File: config.mk
export PLATFORM = sky130hd
export DESIGN_NAME = triumph_pipe_ctrl
export DESIGN_NICKNAME = d
export VERILOG_FILES = /design/src/rtl/triumph_pipe_ctrl.sv
export SDC_FILE = /design/constraint.sdc
export NUM_CORES = 1
export LEC_CHECK = 0
export CORE_MARGIN = 5
export CORE_UTILIZATION = 46
export DETAILED_ROUTE_END_ITERATION = 7
export HOLD_SLACK_MARGIN = 0.02
export PLACE_DENSITY = 0.83
export SLEW_MARGIN = 20
export SYNTH_ARGS = -nofsm -noshare
export SYNTH_HDL_FRONTEND = slang
export SYNTH_SLANG_ARGS = --single-unit
File: constraint.sdc
create_clock -name clk_i -period 3.75 [get_ports clk_i]
set_input_delay 0.75 -clock clk_i [delete_from_list [all_inputs] [get_ports clk_i]]
set_output_delay 0.75 -clock clk_i [all_outputs]
set_load 0.01 [all_outputs]
File: src/rtl/triumph_pipe_ctrl.sv
// Pipeline sequencing controller for the Triumph RV32I core: load-use scoreboard,
// redirect flush sequencer and memory freeze. Optional perf counters: TRIUMPH_PIPE_PERF_EN.
module triumph_pipe_ctrl #(
  parameter int unsigned FLUSH_CYCLES = 2,
  parameter int unsigned CNT_W        = 32
) (
  input  logic             clk_i,
  input  logic             rst_i,
  input  logic             id_valid_i,
  input  logic [4:0]       id_rs1_i,
  input  logic [4:0]       id_rs2_i,
  input  logic             id_rs1_used_i,
  input  logic             id_rs2_used_i,
  input  logic [4:0]       id_rd_i,
  input  logic             id_rd_we_i,
  input  logic             id_is_load_i,
  input  logic             ex_redirect_i,
  input  logic             ex_mem_req_i,
  input  logic             mem_ready_i,
  input  logic             wb_load_we_i,
  input  logic [4:0]       wb_rd_i,
  output logic             if_stall_o,
  output logic             id_stall_o,
  output logic             ex_bubble_o,
  output logic             id_flush_o,
  output logic             freeze_o,
  output logic [1:0]       state_o,
  output logic [CNT_W-1:0] stall_cnt_o,
  output logic [CNT_W-1:0] flush_cnt_o
);

  typedef enum logic [1:0] {
    RUN       = 2'd0,
    RAW_STALL = 2'd1,
    FLUSH     = 2'd2,
    MEM_WAIT  = 2'd3
  } state_t;

  localparam logic [2:0] FLUSH_RELOAD = 3'(FLUSH_CYCLES - 1);

  state_t      state_q;
  state_t      state_d;
  logic [31:1] sb_q;
  logic [31:0] sb;
  logic [2:0]  flush_ctr_q;
  logic        freeze;
  logic        flush;
  logic        redirect_ok;
  logic        busy_rs1;
  logic        busy_rs2;
  logic        hit;
  logic        raw;
  logic        issue;
  logic        sb_set;

  assign sb          = {sb_q, 1'b0};
  assign freeze      = ex_mem_req_i & ~mem_ready_i;
  assign redirect_ok = ex_redirect_i & ~freeze;
  assign flush       = ~freeze & (ex_redirect_i | (flush_ctr_q != 3'd0));

  // Writeback of a load bypasses its own scoreboard bit in the same cycle.
  assign busy_rs1 = sb[id_rs1_i] & ~(wb_load_we_i & (wb_rd_i == id_rs1_i));
  assign busy_rs2 = sb[id_rs2_i] & ~(wb_load_we_i & (wb_rd_i == id_rs2_i));
  assign hit      = id_valid_i & ((id_rs1_used_i & busy_rs1) | (id_rs2_used_i & busy_rs2));
  assign raw      = hit & ~flush & ~freeze;
  assign issue    = id_valid_i & ~hit & ~flush & ~freeze;
  assign sb_set   = issue & id_is_load_i & id_rd_we_i & (id_rd_i != 5'd0);

  always_ff @(posedge clk_i) begin
    if (rst_i) begin
      sb_q        <= '0;
      flush_ctr_q <= 3'd0;
    end else if (!freeze) begin
      if (ex_redirect_i) begin
        flush_ctr_q <= FLUSH_RELOAD;
      end else if (flush_ctr_q != 3'd0) begin
        flush_ctr_q <= flush_ctr_q - 3'd1;
      end
      // A new load to the register wins over a simultaneous writeback clear.
      for (int r = 1; r < 32; r++) begin
        sb_q[r] <= (sb_set & (id_rd_i == 5'(r))) |
                   (sb_q[r] & ~(wb_load_we_i & (wb_rd_i == 5'(r))));
      end
    end
  end

  always_ff @(posedge clk_i) begin
    if (rst_i) begin
      state_q <= RUN;
    end else begin
      state_q <= state_d;
    end
  end

  always_comb begin
    state_d = RUN;
    if (freeze) begin
      state_d = MEM_WAIT;
    end else if (flush) begin
      state_d = FLUSH;
    end else if (raw) begin
      state_d = RAW_STALL;
    end
  end

  always_comb begin
    if_stall_o  = 1'b0;
    id_stall_o  = 1'b0;
    ex_bubble_o = 1'b0;
    id_flush_o  = 1'b0;
    freeze_o    = 1'b0;
    state_o     = 2'd0;
    if (!rst_i) begin
      freeze_o    = freeze;
      if_stall_o  = freeze | raw;
      id_stall_o  = freeze | raw;
      ex_bubble_o = ~freeze & (raw | flush);
      id_flush_o  = flush;
      state_o     = state_q;
    end
  end

`ifdef TRIUMPH_PIPE_PERF_EN
  logic [CNT_W-1:0] stall_events_q;
  logic [CNT_W-1:0] flush_events_q;

  always_ff @(posedge clk_i) begin
    if (rst_i) begin
      stall_events_q <= '0;
      flush_events_q <= '0;
    end else begin
      if (raw | freeze) begin
        stall_events_q <= stall_events_q + 1'b1;
      end
      if (redirect_ok) begin
        flush_events_q <= flush_events_q + 1'b1;
      end
    end
  end

  assign stall_cnt_o = rst_i ? '0 : stall_events_q;
  assign flush_cnt_o = rst_i ? '0 : flush_events_q;
`else
  logic unused_perf;
  assign unused_perf = redirect_ok;
  assign stall_cnt_o = '0;
  assign flush_cnt_o = '0;
`endif

endmodule

# Word level (Yosys, flattened, before mapping)
# Cells that the tools add are included.
[op_classes] addsub=1 n_mul=0 div=0 n_lt_le_gt_ge=2 n_eq_ne=64 shifts=0 mux=14 bitwise=183 reduce_logical=4
[ops] operator="$eq 5x5->1 const B" count=32
[ops] operator="$and 1x1->1" count=111
[ops] operator="$eq 5x4->1 const B" count=16
[ops] operator="$eq 5x3->1 const B" count=8
[ops] operator="$not 1->1" count=37
[ops] operator="$or 1x1->1" count=35
[ops] operator="$eq 5x2->1 const B" count=4
[ops] operator="$lt 5x6->1 const B" count=2
[ops] operator="$bmux 1 s5" count=2
[ops] operator="$eq 5x1->1 const B" count=2
[ops] operator="$eq 5x5->1" count=2
[ops] operator="$mux 1" count=7
[ops] operator="$mux 2" count=3
[ops] operator="$mux 3" count=2
[ops] operator="$reduce_bool 5->1" count=1
[ops] operator="$reduce_bool 3->1" count=1
[ops] operator="$sub 3x1->3 const B" count=1
[ops] operator="$reduce_and 2->1" count=1
[ops] operator="$reduce_bool 2->1" count=1
[word_totals] reg_bits=36 latchBits=0 ramBits=0 mem_bits_ro=0 in_bits=31 output_inout_bits=71 elab_cells=271 memories=0

# Longest topological paths before layout
[logic_depth] depth_word=16 ltp_mapped=9 mapped_depth_nobuf=8

# Worst setup path before layout
# Ideal clock, no wire load.
[synth_path] path_kind="input-to-output" from="input id_rs2_i[0]" to="output if_stall_o" arrival_time_ps=2616 required_ps=3000 slack_ps=384 path_stages=9 path_buffers=3 cell_sequence="buf_2 mux4_2 nor4bb_1 nor2_1 nand4_1 o22ai_2 buf_6 a41o_1 buf_4"
[synth_between] elab_chain_cells=11 elab_cells_between_ends=13 classes_between="1 x eq/ne; 3 x mux; 9 x bitwise"
[synth_lines] element="start, declared" line_no="11" rtl="input logic [4:0] id_rs2_i,"
[synth_lines] element="parallel branches: the longest is 3 deep, another holds $bmux 1 s5"
[synth_lines] element="$and 1x1->1 (*)" line_no="63" rtl="assign busy_rs2 = sb[id_rs2_i] & ~(wb_load_we_i & (wb_rd_i == id_rs2_i));"
[synth_lines] element="$and 1x1->1 (*)" line_no="64" rtl="assign hit = id_valid_i & ((id_rs1_used_i & busy_rs1) | (id_rs2_used_i & busy_rs2));"
[synth_lines] element="$or 1x1->1 (*)" line_no="64"
[synth_lines] element="$and 1x1->1 (*)" line_no="64"
[synth_lines] element="$and 1x1->1 (*) (2 in series)" line_no="65" rtl="assign raw = hit & ~flush & ~freeze;"
[synth_lines] element="$or 1x1->1 (*)"
[synth_lines] element="$mux 1 (*)"
[synth_lines] element="end, declared" line_no="22" rtl="output logic if_stall_o,"
# Mark *: on every way between the ends. The select of a mux whose other input is x is not followed.

# Final worst setup path
[layout_path] from="input id_rs2_i[0]" to="output ex_bubble_o"
[layout_between] elab_chain_cells=12 elab_cells_between_ends=14 classes_between="1 x eq/ne; 3 x mux; 10 x bitwise"
[layout_lines] element="parallel branches: the longest is 3 deep, another holds $bmux 1 s5"
[layout_lines] element="$and 1x1->1 (*)" line_no="63"
[layout_lines] element="$and 1x1->1 (*)" line_no="64"
[layout_lines] element="$or 1x1->1 (*)" line_no="64"
[layout_lines] element="$and 1x1->1 (*)" line_no="64"
[layout_lines] element="$and 1x1->1 (*) (2 in series)" line_no="65"
[layout_lines] element="$or 1x1->1 (*)" line_no="117" rtl="ex_bubble_o = ~freeze & (raw | flush);"
[layout_lines] element="$and 1x1->1 (*)" line_no="117"
[layout_lines] element="$mux 1 (*)" line_no="113" rtl="if (!rst_i) begin"
[layout_lines] element="end, declared" line_no="24" rtl="output logic ex_bubble_o,"
# Marks and branches as above.

==> metrics <==
worst hold slack=0.491 ns; Synth Instances=317; Worst Skew=between 0.009 and 0.01 ns; Bufs on Longest Clock Path=2; DR DRC count=0; initial antenna violation count=0; CP cell instances=clkdlybuf4s50_1, buf_6, mux4_2, nor4bb_2, nor2_1, nand4_1, o22ai_4, a41o_1, clkbuf_2; area share of the largest cell type after synthesis=0.249; register area=721 sq um; Synth Flop Type=dfxtp_1; global-route usage over all layers=0.186; CTS buffer count=5; Area contributors post-synth=dfxtp_1, buf_4, o41ai_1; CTS Hold Bufs=0; Ports=102; Seq/Total Area, Yosys=0.249; Cell Pwr Density=301 nW/um^2; first-pass GRT wire length=11400 um; P&R area growth vs syn=12.6%; drt wl/cell=17.5 um; Async S/R FF share, synth=0; largest net degree at the start of global routing=34; Critical R2R Capture=sb_q[23]$_SDFFE_PP0N_; total gr overflow=0; clock root cell=clkbuf_8; final WL=around 7600 um; Clk pin slew, worst setup/hold paths=0.06 ns; CTS tree=done; setup violators final=0; PortBufs=37; Final Hold Viols=0; DR vias=2542; Crit path largest cell delay=0.52 ns; Hold Path Origin=flush_ctr_q[1]$_SDFFE_PP0P_; count of state elements after synthesis=36; Yosys Warn Count=0; Post-synth EDFFs=0; cell taking the most area after synthesis=dfxtp_1; internal power=roughly 700 uW; max cap viols=0; synthesized area per cell=9.13 sq um; TritonCTS Sinks=36; Worst EP arrival=~2.9 ns; Final Wtd Congestion=0.926; layout cell share with drive strength beyond 1=0.138; Die Ht=89.3 um; reg2reg path depth=6; worst-path maximum fanout=6; Worst setup EP type=output port; clock period minus final worst setup slack=3.60 ns; unrepaired setup endpoints after global routing=no; Logic pwr share=0.224; CP top delay family=buffers and inverters; antenna violation net count after detailed routing=0; Tcrit/Tclk final=0.959; maximum vdd drop=between 0.2 and 0.3 mV; vias per cell=5.90; WHS Endpoint=flush_ctr_q[1]$_SDFFE_PP0P_; Synth cell types=45; DR pass1 iterations=7; Finished Cell Area=3260 sq um; WS Path Type=in -> out; status=complete, no violations; fmax=0.278 GHz; mapped cell area=2890 sq um; Required @ worst endpoint=3.00 ns; Area after DPL=3130 sq um; Skew-Pair Late Insertion Delay=around 0.29 ns; Sw Pwr=278 uW; R2R setup slack=between 1 and 1.5 ns; worst reg2reg startpoint=sb_q[10]$_SDFFE_PP0N_; Layout Utilization=0.541; Final Max Tran Viols=0; Nets=388; Die W=89.3 um; row count=28; CTS H-tree depth=2; total power draw=982 uW; vias in the first global route=2317; leakage power=1.31 nW; Sw Share=0.283; Clk network pwr share=0.380; slowest CP cell=mux4_2; Post-CTS Setup Bufs=0; area of the multi-input gates=1780 sq um; Final HPWL DP=5710 um; crit path buf inv count=3; Setup TNS=0 ns; critical path startpoint=id_rs2_i[0]; startpoint types=input pin; Initial Utilization=0.480; HP Class=reg -> reg; n_diodes=0; filler cell count=564; die area=between 7000 and 8000 sq um; initial DRC count=259; sequential share of power=0.397; core area=~6000 sq um; hold path depth=2
## worst register-to-register path, cell delays in order (launching register included)
cell and delay, ns:
dfxtp_1 0.34, mux4_1 0.49, mux2_4 0.28, a211oi_2 0.30, o22ai_4 0.15, buf_4 0.27
o41ai_1 0.42
## metrics by stage
stage	setup slack, ns	instances
2_1_floorplan	0.384	380
3_3_place_gp	-0.289	423
3_5_place_dp	-0.353	423
4_1_cts	0.0286	431
5_1_grt	0.0424	431
6_report	0.153	431
## cells by family (layout without fill, tap and decap cells)
| group | Yosys count | after routing | share of synthesized area |
|---|---|---|---|
| flops | 36 | 36 | 0.249 |
| other cells | 1 | 64 | 0.00130 |
| mux | 21 | 21 | 0.132 |
| compound gates | 73 | 73 | 0.221 |
| xor+xnor | 10 | 10 | 0.0303 |
| fa+ha+maj | 2 | 2 | 0.00865 |
| buf+inv | 98 | 74 | 0.224 |
| simple gates | 76 | 76 | 0.134 |
## final cells by class
type                       instances  area share
multi-input combinational        246       0.546
clock inverter                     1     0.00922
timing repair buffer              56       0.153
inverter                          10      0.0115
tap                               75      0.0288
clock buffer                       7      0.0296
sequential                        36       0.221
## flip-flops by register name, summed over array words and instances, names as in the netlist
register	flops
sb_q	31
flush_ctr_q	3
state_q	2
## cells in the mapped netlist (2+ instances only)
master    number
inv_1          9
mux4_1         4
nand3_1       14
xor2_1         8
nand4_1        3
o211ai_1      21
nand3b_1       4
nor4_1         2
xnor2_1        2
mux2_2         2
and3_1         2
nor3_1         5
a211oi_1       2
nor2_1        14
dfxtp_1       36
a41o_1         3
a21oi_1        2
mux2i_1        6
nand2b_1       5
buf_1          3
o41ai_2        4
buf_6          4
clkbuf_1      12
o41ai_1       27
ha_1           2
buf_4         65
a221oi_1       2
buf_2          4
or3_1          2
nand2_1       16
nor2b_1        6
mux4_2         8
o311ai_0       6
## placed cells by master, fill, tap and decap left out, drive strengths merged, types with 2 or more instances in the layout
cell type      instances
buf                   19
nand2b                 5
dlygate4sd2            2
conb                  64
xor2                   8
a211oi                 3
o311ai                 6
a21oi                  2
o41ai                 31
or3                    2
nor2                  14
nand4                  3
nand2                 16
and3                   2
clkbuf                10
inv                    9
o211ai                21
mux2i                  6
nor4                   2
a221oi                 2
nand3b                 4
a41o                   3
mux2                   3
ha                     2
clkdlybuf4s50         32
nor3                   5
nand3                 14
mux4                  12
nor2b                  6
xnor2                  2
dfxtp                 36
## worst max path at each step
stage | endpoint | slack [ns] | cells after the start
floorplan | if_stall_o | 0.38 | 9
global placement | id_stall_o | -0.29 | 7
detailed placement | if_stall_o | -0.35 | 10
CTS | if_stall_o | 0.03 | 9
global route | ex_bubble_o | 0.04 | 9
finish | ex_bubble_o | 0.15 | 9
## metal layers
layer | vias to the layer above | global-route usage | wire [um]
met2 | 187 | 0.298 | 3490
li1 | 1148 | - | -
met1 | 1189 | 0.235 | 2930
met5 | - | 0 | 0
met4 | 0 | 0.0798 | 178
met3 | 18 | 0.0525 | 963
## power by group through the flow
| stage | sequential [mW] | clock (mW) | combinational (mW) |
|---|---|---|---|
| 2_1_floorplan | 0.398 | 0 | 0.186 |
| 3_3_place_gp | 0.398 | 0 | 0.211 |
| 3_5_place_dp | 0.398 | 0 | 0.215 |
| 4_1_cts | 0.390 | 0.375 | 0.216 |
| 5_1_grt | 0.390 | 0.393 | 0.240 |
| 6_report | 0.390 | 0.373 | 0.220 |
## repair_timing
item / CTS / global route
resized for setup: 9 / 6
pin swaps: 5 / 1
setup endpoints to repair: 3 / 3
No activity file was read; power rests on OpenSTA's default activity.
